`src/rtl/sync_fifo.sv`:
```
// -----------------------------------------------------------------------------
// sync_fifo
//   Single-clock FIFO with registered read data and pointer-decoded status.
//   Words written on w_en are returned in order on r_en; d_out updates one
//   cycle after an accepted read and otherwise holds its value.
//
// Parameters
//   DATA_WIDTH  width of each stored word
//   DEPTH       number of entries (power of two, >= 2)
//
// Ports
//   clk        sole clock, rising edge
//   resetn     asynchronous active-low reset
//   w_en       write request (accepted when !full)
//   r_en       read request (accepted when !empty)
//   d_in       write data
//   d_out      registered read data
//   full       count == DEPTH
//   empty      count == 0
//   count      number of stored words
//   overflow   sticky: write attempted while full    (SYNC_FIFO_ERR_EN only)
//   underflow  sticky: read attempted while empty    (SYNC_FIFO_ERR_EN only)
//
// Build option
//   SYNC_FIFO_ERR_EN  adds the overflow/underflow ports and their logic.
// -----------------------------------------------------------------------------
module sync_fifo #(
    parameter int DATA_WIDTH = 8,
    parameter int DEPTH      = 8
) (
    input  logic                       clk,
    input  logic                       resetn,
    input  logic                       w_en,
    input  logic                       r_en,
    input  logic [DATA_WIDTH-1:0]      d_in,
    output logic [DATA_WIDTH-1:0]      d_out,
    output logic                       full,
    output logic                       empty,
    output logic [$clog2(DEPTH):0]     count
`ifdef SYNC_FIFO_ERR_EN
    ,
    output logic                       overflow,
    output logic                       underflow
`endif
);

    localparam int AW = $clog2(DEPTH);
    localparam logic [AW:0] PTR_ONE = {{AW{1'b0}}, 1'b1};

    logic [DATA_WIDTH-1:0] mem [DEPTH];
    logic [AW:0]           wptr;
    logic [AW:0]           rptr;
    logic                  w_acc;
    logic                  r_acc;

    // Status is decoded from registered pointers only; the extra MSB
    // distinguishes full (wrapped once more) from empty (identical).
    assign empty = (wptr == rptr);
    assign full  = (wptr[AW-1:0] == rptr[AW-1:0]) && (wptr[AW] != rptr[AW]);
    assign count = wptr - rptr;

    assign w_acc = w_en && !full;
    assign r_acc = r_en && !empty;

    // Storage is not reset; stale contents are unreachable once pointers clear.
    always_ff @(posedge clk) begin
        if (w_acc)
            mem[wptr[AW-1:0]] <= d_in;
    end

    always_ff @(posedge clk or negedge resetn) begin
        if (!resetn) begin
            wptr  <= '0;
            rptr  <= '0;
            d_out <= '0;
        end else begin
            if (w_acc)
                wptr <= wptr + PTR_ONE;
            if (r_acc) begin
                d_out <= mem[rptr[AW-1:0]];
                rptr  <= rptr + PTR_ONE;
            end
        end
    end

`ifdef SYNC_FIFO_ERR_EN
    always_ff @(posedge clk or negedge resetn) begin
        if (!resetn) begin
            overflow  <= 1'b0;
            underflow <= 1'b0;
        end else begin
            if (w_en && full)
                overflow <= 1'b1;
            if (r_en && empty)
                underflow <= 1'b1;
        end
    end
`endif

endmodule

```
`config.mk`:
```
export PLATFORM = sky130hd
export DESIGN_NAME = sync_fifo
export DESIGN_NICKNAME = d
export VERILOG_FILES = /design/src/rtl/sync_fifo.sv
export SDC_FILE = /design/constraint.sdc
export NUM_CORES = 1
export LEC_CHECK = 0
export CAP_MARGIN = 20
export CORE_MARGIN = 8
export CORE_UTILIZATION = 35
export DETAILED_ROUTE_END_ITERATION = 6
export PLACE_DENSITY = 0.51
export SYNTH_ARGS = -nofsm -noshare
export SYNTH_HDL_FRONTEND = slang
export SYNTH_SLANG_ARGS = --single-unit
```
`constraint.sdc`:
```
create_clock -name clk -period 5.6 [get_ports clk]
set_input_delay 0.56 -clock clk [delete_from_list [all_inputs] [get_ports clk]]
set_output_delay 0.56 -clock clk [all_outputs]
set_load 0.005 [all_outputs]
```
# After elaboration in Yosys (flattened, before gate mapping)
# Memory sizes are Yosys's and may differ from the RTL's. A register that Yosys moved wholly into a read port is not among the register bits.
# Index checks and enable logic that the tools add are counted.
[word_totals] mem_bits_ro=0 in_bits=12 ram_bits=64 out_inout_bits=14 memories=1 elab_cells=17 latchBits=0 regBits=8
[memory_table] name="mem" words=8 word_bits=8 rd=1 rd_ports_with_merged_regs=1 write_ports=1 line="50" source="logic [DATA_WIDTH-1:0] mem [DEPTH];"
[op_classes] n_lt_le_gt_ge=0 shifts=0 n_eq_ne=3 n_reduce_logical=6 mux=2 add_sub_neg=3 mul=0 n_bitwise=0 n_div=0
[op_table] cell="$add A4 B1 Y4 const B" count=2
[op_table] cell="$eq A4 B4 Y1" count=1
[op_table] cell="$sub A4 B4 Y4" count=1
[op_table] cell="$eq A3 B3 Y1" count=1
[op_table] cell="$logic_and A1 B1 Y1" count=3
[op_table] cell="$logic_not A1 Y1" count=3
[op_table] cell="$mux W1" count=2
[op_table] cell="$ne A1 B1 Y1" count=1

# Longest topological paths before layout
[depth] ltp_word=6 ltp_mapped=7 ltp_nobuf=6

# Worst setup path before layout
# Ideal clock, no wire load.
[synth_path] path_kind="reg-to-reg" from="register wptr[0]" to="memory mem[0][0] (enable)" arrival_time_ps=2043 slack_ps=3162 stages_incl_launch_ff=7 path_cell_list="dfrtp_1 -> inv_1 -> ha_1 -> nand3_1 -> nor2b_1 -> nand2b_1 -> nor4_1"
[synth_between] elab_chain_len=6
[synth_rtl] element="from (decl)" line="51" source="logic [AW:0] wptr;"
[synth_rtl] element="from (signal assigned)" line="78" source="wptr <= wptr + PTR_ONE;"
[synth_rtl] element="$eq A3 B3 Y1" line="59" source="assign full = (wptr[AW-1:0] == rptr[AW-1:0]) && (wptr[AW] != rptr[AW]);"
[synth_rtl] element="$logic_and A1 B1 Y1" line="59"
[synth_rtl] element="named net full" line="37" source="output logic full,"
[synth_rtl] element="$logic_not A1 Y1" line="62" source="assign w_acc = w_en && !full;"
[synth_rtl] element="$logic_and A1 B1 Y1" line="62"
[synth_rtl] element="$mux W1" line="67" source="if (w_acc)"
[synth_rtl] element="$mux W1 (implied by the code)" line="68" source="mem[wptr[AW-1:0]] <= d_in;"
[synth_rtl] element="to (decl)" line="50"
# The timed path passes the listed nets, and every way through them passes these cells.

# Worst setup path in the final report
[layout_path] from="register rptr[0]" to="output count[3]"
[layout_between] elab_chain_len=1
[layout_rtl] element="from (decl)" line="52" source="logic [AW:0] rptr;"
[layout_rtl] element="from (signal assigned)" line="81" source="rptr <= rptr + PTR_ONE;"
[layout_rtl] element="$sub A4 B4 Y4" line="60" source="assign count = wptr - rptr;"
[layout_rtl] element="to (decl)" line="39" source="output logic [$clog2(DEPTH):0] count"
# Every way passes these cells.

==> results.json <==
{
  "hp-class": "register to register",
  "max_stage_delay_ns": 0.52,
  "worst_pin_slew_ns": 1.027,
  "finalInstanceArea_um2": 3881,
  "syn-cell-area_um2": 3282,
  "htree_num_levels": 3,
  "dpl_cell_area_um2": 3647,
  "final.fill_count": 806,
  "cts_sinks": 80,
  "critical_path_class": "register to output pin",
  "worst_setup_path_start_kind": "register",
  "path_cells": "buf_4 > ha_1 > inv_1 > a21o_1 > a21oi_1 > xor2_1 > clkdlybuf4s50_1",
  "die_w_um": 112.8,
  "synth_seq_cells": 80,
  "grt_pass1_vias": 1706,
  "netlist_top_cells_area": "edfxtp_1 59%, dfrtp_1 12%, mux2_2 5.5%, mux2i_1 4.9%, o221ai_1 2.1%",
  "slowest_stage": "clkdlybuf4s50_1",
  "antenna_found_initial": 0,
  "ff_latch_area_um2": 2322,
  "syn_nets": 226,
  "ys_warn_count": 0,
  "tritoncts.num_buffers": 9,
  "synth_top_area_frac": 0.5856,
  "crit_arrival_ns": 2.44,
  "yosysTopAreaCell": "edfxtp_1",
  "cts_resized": 0,
  "p_per_area_nw_per_um2": 548.8,
  "insertion_delay_ns": 0.34,
  "cp_max_fo": 36,
  "syn_inst": 208,
  "critPathBufInv": 3,
  "nets": 259,
  "ioPinCount": 26,
  "cts.clk_slew.worst_paths_ns": 0.08,
  "drc": 0,
  "power_leakage_nw": 1.406,
  "track_usage": 0.1027,
  "ys_seq_area_frac": 0.7076,
  "clockBufferDepth": 2,
  "antennaDiodeCount": 0,
  "finalCriticalPeriod_ns": 3.005,
  "cts_hold_buf": 0,
  "start_util": 0.3586,
  "multi_input_area_um2": 883.3,
  "cts_tree": "built",
  "grt_overflow_total": 0,
  "setup_violations": 0,
  "maxSlewViolCount": 0,
  "syn_avg_cell_area_um2": 15.78,
  "port_buffers": 25,
  "period_share": 0.5365,
  "grt_pass1_wl_um": 9708,
  "postRouteAntennaNets": 0,
  "dr.pass1.iters": 4,
  "status": "finished, final reports clean",
  "yosysUniqueCellTypes": 30,
  "dp_hpwl_um": 4259,
  "drt_iter0_drc": 107,
  "avgRoutedWirePerCell_um": 17.53,
  "fin_skew_ns": 0.01327,
  "place.gp.congestion": 0.7015,
  "fin_setup_tns_ns": 0,
  "worst_ep_required_time_ns": 5.04,
  "ir_worst_vdd_uv": 170.0,
  "num_vias": 1741,
  "die_h_um": 112.8,
  "cts_root_buf": "clkbuf_8",
  "rsz0062_at_grt": "false",
  "dieArea_um2": 12730,
  "cts_setup_buffers": 0,
  "core_um2": 9153,
  "grt_max_degree": 37,
  "maxCapViolations": 0,
  "routed_wl_um": 6258,
  "area_delta_synth_final_pct": 18.26,
  "slew_headroom": 0.3099,
  "cp_top_family": "buffers and inverters",
  "via_per_inst": 4.877,
  "hold_viol": 0,
  "rows": 35,
  "end_kind": "output pin",
  "fmax_mhz": 332.8,
  "layout-drive-gt1-share": 0.1626
}
-- synth_stat cells, drive strengths merged --
cell type,count
a22oi,8
buf,7
nand3,2
xor2,3
nor2,6
fa,1
xnor2,6
mux2,17
clkbuf,1
a21o,1
edfxtp,64
a21oi,1
nor3,4
nor2b,2
o21ai,10
o221ai,8
nand2,16
nand4,1
nand2b,1
ha,5
inv,10
dfrtp,16
a41oi,1
nor4,1
mux2i,16
-- final cells by class --
class / count / share of cell area
flip-flops and latches: 80 / 0.5983
clock inverters: 6 / 0.02353
repair buffers: 30 / 0.07221
clock buffers: 10 / 0.03288
inverters: 10 / 0.009671
well taps: 111 / 0.03578
multi-input cells: 110 / 0.2276
-- cells by family after synthesis --
family	Yosys count	synth area share
muxes	33	0.1083
DFF	80	0.7076
xor gates and xnor gates	9	0.02631
and+or+nand+nor	33	0.04385
adders and majority gates	6	0.02516
AOI/OAI and AO/OA	29	0.06367
buffers and inverters	18	0.02516
-- final timing paths --
path / start / end / slack [ns] / cells after the start
max reg2reg: rptr[0]$_DFFE_PN0P_ / mem[3][2]$_DFFE_PP_ / 2.77 / 6
min in group asynchronous: resetn / d_out[1]$_DFFE_PN0P_ / 0.65 / 1
max in group asynchronous: resetn / d_out[0]$_DFFE_PN0P_ / 4.47 / 1
min reg2reg: d_out[0]$_DFFE_PN0P_ / d_out[0]$_DFFE_PN0P_ / 0.48 / 2
max: rptr[0]$_DFFE_PN0P_ / count[3] / 2.60 / 7
min: d_out[0]$_DFFE_PN0P_ / d_out[0]$_DFFE_PN0P_ / 0.48 / 2
-- power breakdown --
group	internal (W)	switching (W)
Clock	0.000254	0.000209
Combinational	0.000403	0.000403
Sequential	0.000781	0.0000798
Total	0.00144	0.000692
-- per-layer routing --
layer / GRT usage / wire length (µm) / vias to the layer above
met4: 0.04317 / 58 / 0
met3: 0.03088 / 275 / 4
met2: 0.1528 / 2868 / 36
met1: 0.1361 / 3056 / 853
li1: - / - / 848
met5: 0 / 0 / -
-- placed cells by master, fill, tap and decap left out --
cell             Yosys  layout
a41oi_2              1       1
nand2b_1             1       1
mux2_2              16      16
buf_2                3       3
clkbuf_8             0       9
nor3_1               4       4
dfrtp_1             16      16
clkdlybuf4s50_1      0      25
nand3_1              2       2
xor2_2               1       1
a21o_1               1       1
edfxtp_1            64      64
fa_1                 1       1
mux2i_1             16      16
nor4_2               0       1
inv_1               10      10
nor2b_1              2       2
xor2_1               2       2
a21oi_1              1       1
nand4_1              1       1
bufinv_16            0       2
buf_4                3       2
clkinv_2             0       1
nor2_1               6       6
mux2_4               1       1
a22oi_1              8       8
o221ai_1             8       8
ha_1                 5       5
o21ai_0              9       9
clkbuf_1             1       1
inv_6                0       1
xnor2_1              6       6
nand2_1             16      16
o21ai_1              1       1
clkinv_4             0       2
-- through the flow --
stage | hold slack [ns] | utilization | cells | power (W) | setup WS [ns]
2_1_floorplan | 0.2644 | - | 208 | 0.001368 | 3.162
3_3_place_gp | 0.4601 | 0.3985 | 338 | 0.001685 | 2.729
3_5_place_dp | 0.4700 | 0.3985 | 338 | 0.001691 | 2.559
4_1_cts | 0.4881 | 0.4224 | 354 | 0.002154 | 2.543
5_1_grt | 0.4988 | 0.4241 | 357 | 0.002263 | 2.464
6_report | 0.4770 | 0.4241 | 357 | 0.002130 | 2.595
-- registers in the layout, summed over array words and instances (netlist names) --
name and cells:
rptr 4, mem 64, wptr 4, d_out 8
-- tightest hold or removal path, stage by stage (launching register included) --
cell	delay [ns]
dfrtp_1	0.34
nand2_1	0.04
o21ai_0	0.06
Note: power is estimated with default switching activity, not from simulation.
==> RTL change (same settings) <==
Build with the macro `SYNC_FIFO_ERR_EN` defined.
--- a/src/rtl/sync_fifo.sv
+++ b/src/rtl/sync_fifo.sv
@@ -25,4 +25,6 @@
 //   SYNC_FIFO_ERR_EN  adds the overflow/underflow ports and their logic.
 // -----------------------------------------------------------------------------
+`define SYNC_FIFO_ERR_EN
+
 module sync_fifo #(
     parameter int DATA_WIDTH = 8,
Function (old outputs only; new: overflow and underflow): kept (Yosys induction, for registers that start in step).
==> RTL change against the unedited design <==
Synthesized area up 2.0%; combinational power rose by 2.5%; wire length down 0.14%; non-clock buffer count increased by 4; final area is 3.2% higher; power rose by 2.6%; sequential cell count rose by 2; worst setup slack lost 0.0021 ns.
==> RTL change: results (changes against the unedited design) <==
metric,value,unit,change
synth_fa_ha_area_share,2.467,%,-0.049 points
drive_gt1_share,16.54,%,+0.28 points
ys_seq_elements,82,,+2.5%
outcome,"finished, final reports clean",,
wl_met1,3138,microns,+2.7%
met2_usage,14.56,%,-0.73 points
hold_depth,1,,-1
synth_xor_area_share,2.579,%,-0.051 points
final_cells,383,,+7.3%
area_share_clock_buf_inv,5.621,%,-0.020 points
fin_nets,267,,+3.1%
clockBufferCount,9,,-1
r2r_end,mem[6][3],,
drt_iter0_drc,100,,-6.5%
finalWeightedCongestion,0.6970,,-0.64%
synth_mux_area_share,10.62,%,-0.21 points
ff2ff_path_depth,5,,-1
synth_common_cells,"edfxtp_1 (64), dfrtp_1 (18), mux2_2 (16), mux2i_1 (16), nand2_1 (16)",,
dpl_cell_area,3756,sq um,+3.0%
wirelength,6249,microns,-0.14%
post-place-cells,363,,+7.4%
viasPerCell,4.650,,-4.6%
synth_cells,212,,+1.9%
port_buffers,27,,+8.0%
nFillCells,850,,+5.5%
irDropWorstVdd,0.0001485,V,-13%
min_to,overflow,,
hpwl,4264,microns,+0.13%
ys_seq_area_share,70.88,%,+0.12 points
multi_input_cells,112,,+1.8%
grt_pass1_vias,1787,,+4.7%
grt_pass1_wl,10070,microns,+3.7%
RTL change: cell count changes after synthesis, sizes merged:
| cell | delta |
|---|---|
| a21o | +2 |
| dfrtp | +2 |
RTL change: how the worst max path moves through the flow:
stage,to,slack (ns),depth (start not counted)
6_report,count[3],2.59,7
5_1_grt,count[3],2.40,7
4_1_cts,count[3],2.54,7
3_5_place_dp,mem[1][5],2.61,6
3_3_place_gp,mem[4][5],2.74,5
2_1_floorplan,mem[0][0],3.15,6
RTL change: through the flow:
stage          setup slack [ns]  hold WS (ns)  util (%)
2_1_floorplan             3.151        0.2644         -
3_5_place_dp              2.606        0.4483     40.65
4_1_cts                   2.544        0.4680     43.09
6_report                  2.593        0.4625     43.36
5_1_grt                   2.402        0.4965     43.36
3_3_place_gp              2.740        0.4370     40.65
RTL change: where the power goes:
part	total (mW)	internal [mW]	leakage [nW]	switching, mW
Combinational	0.827	0.420	0.552	0.407
Clock	0.478	0.256	0.112	0.223
Sequential	0.880	0.800	0.791	0.0802
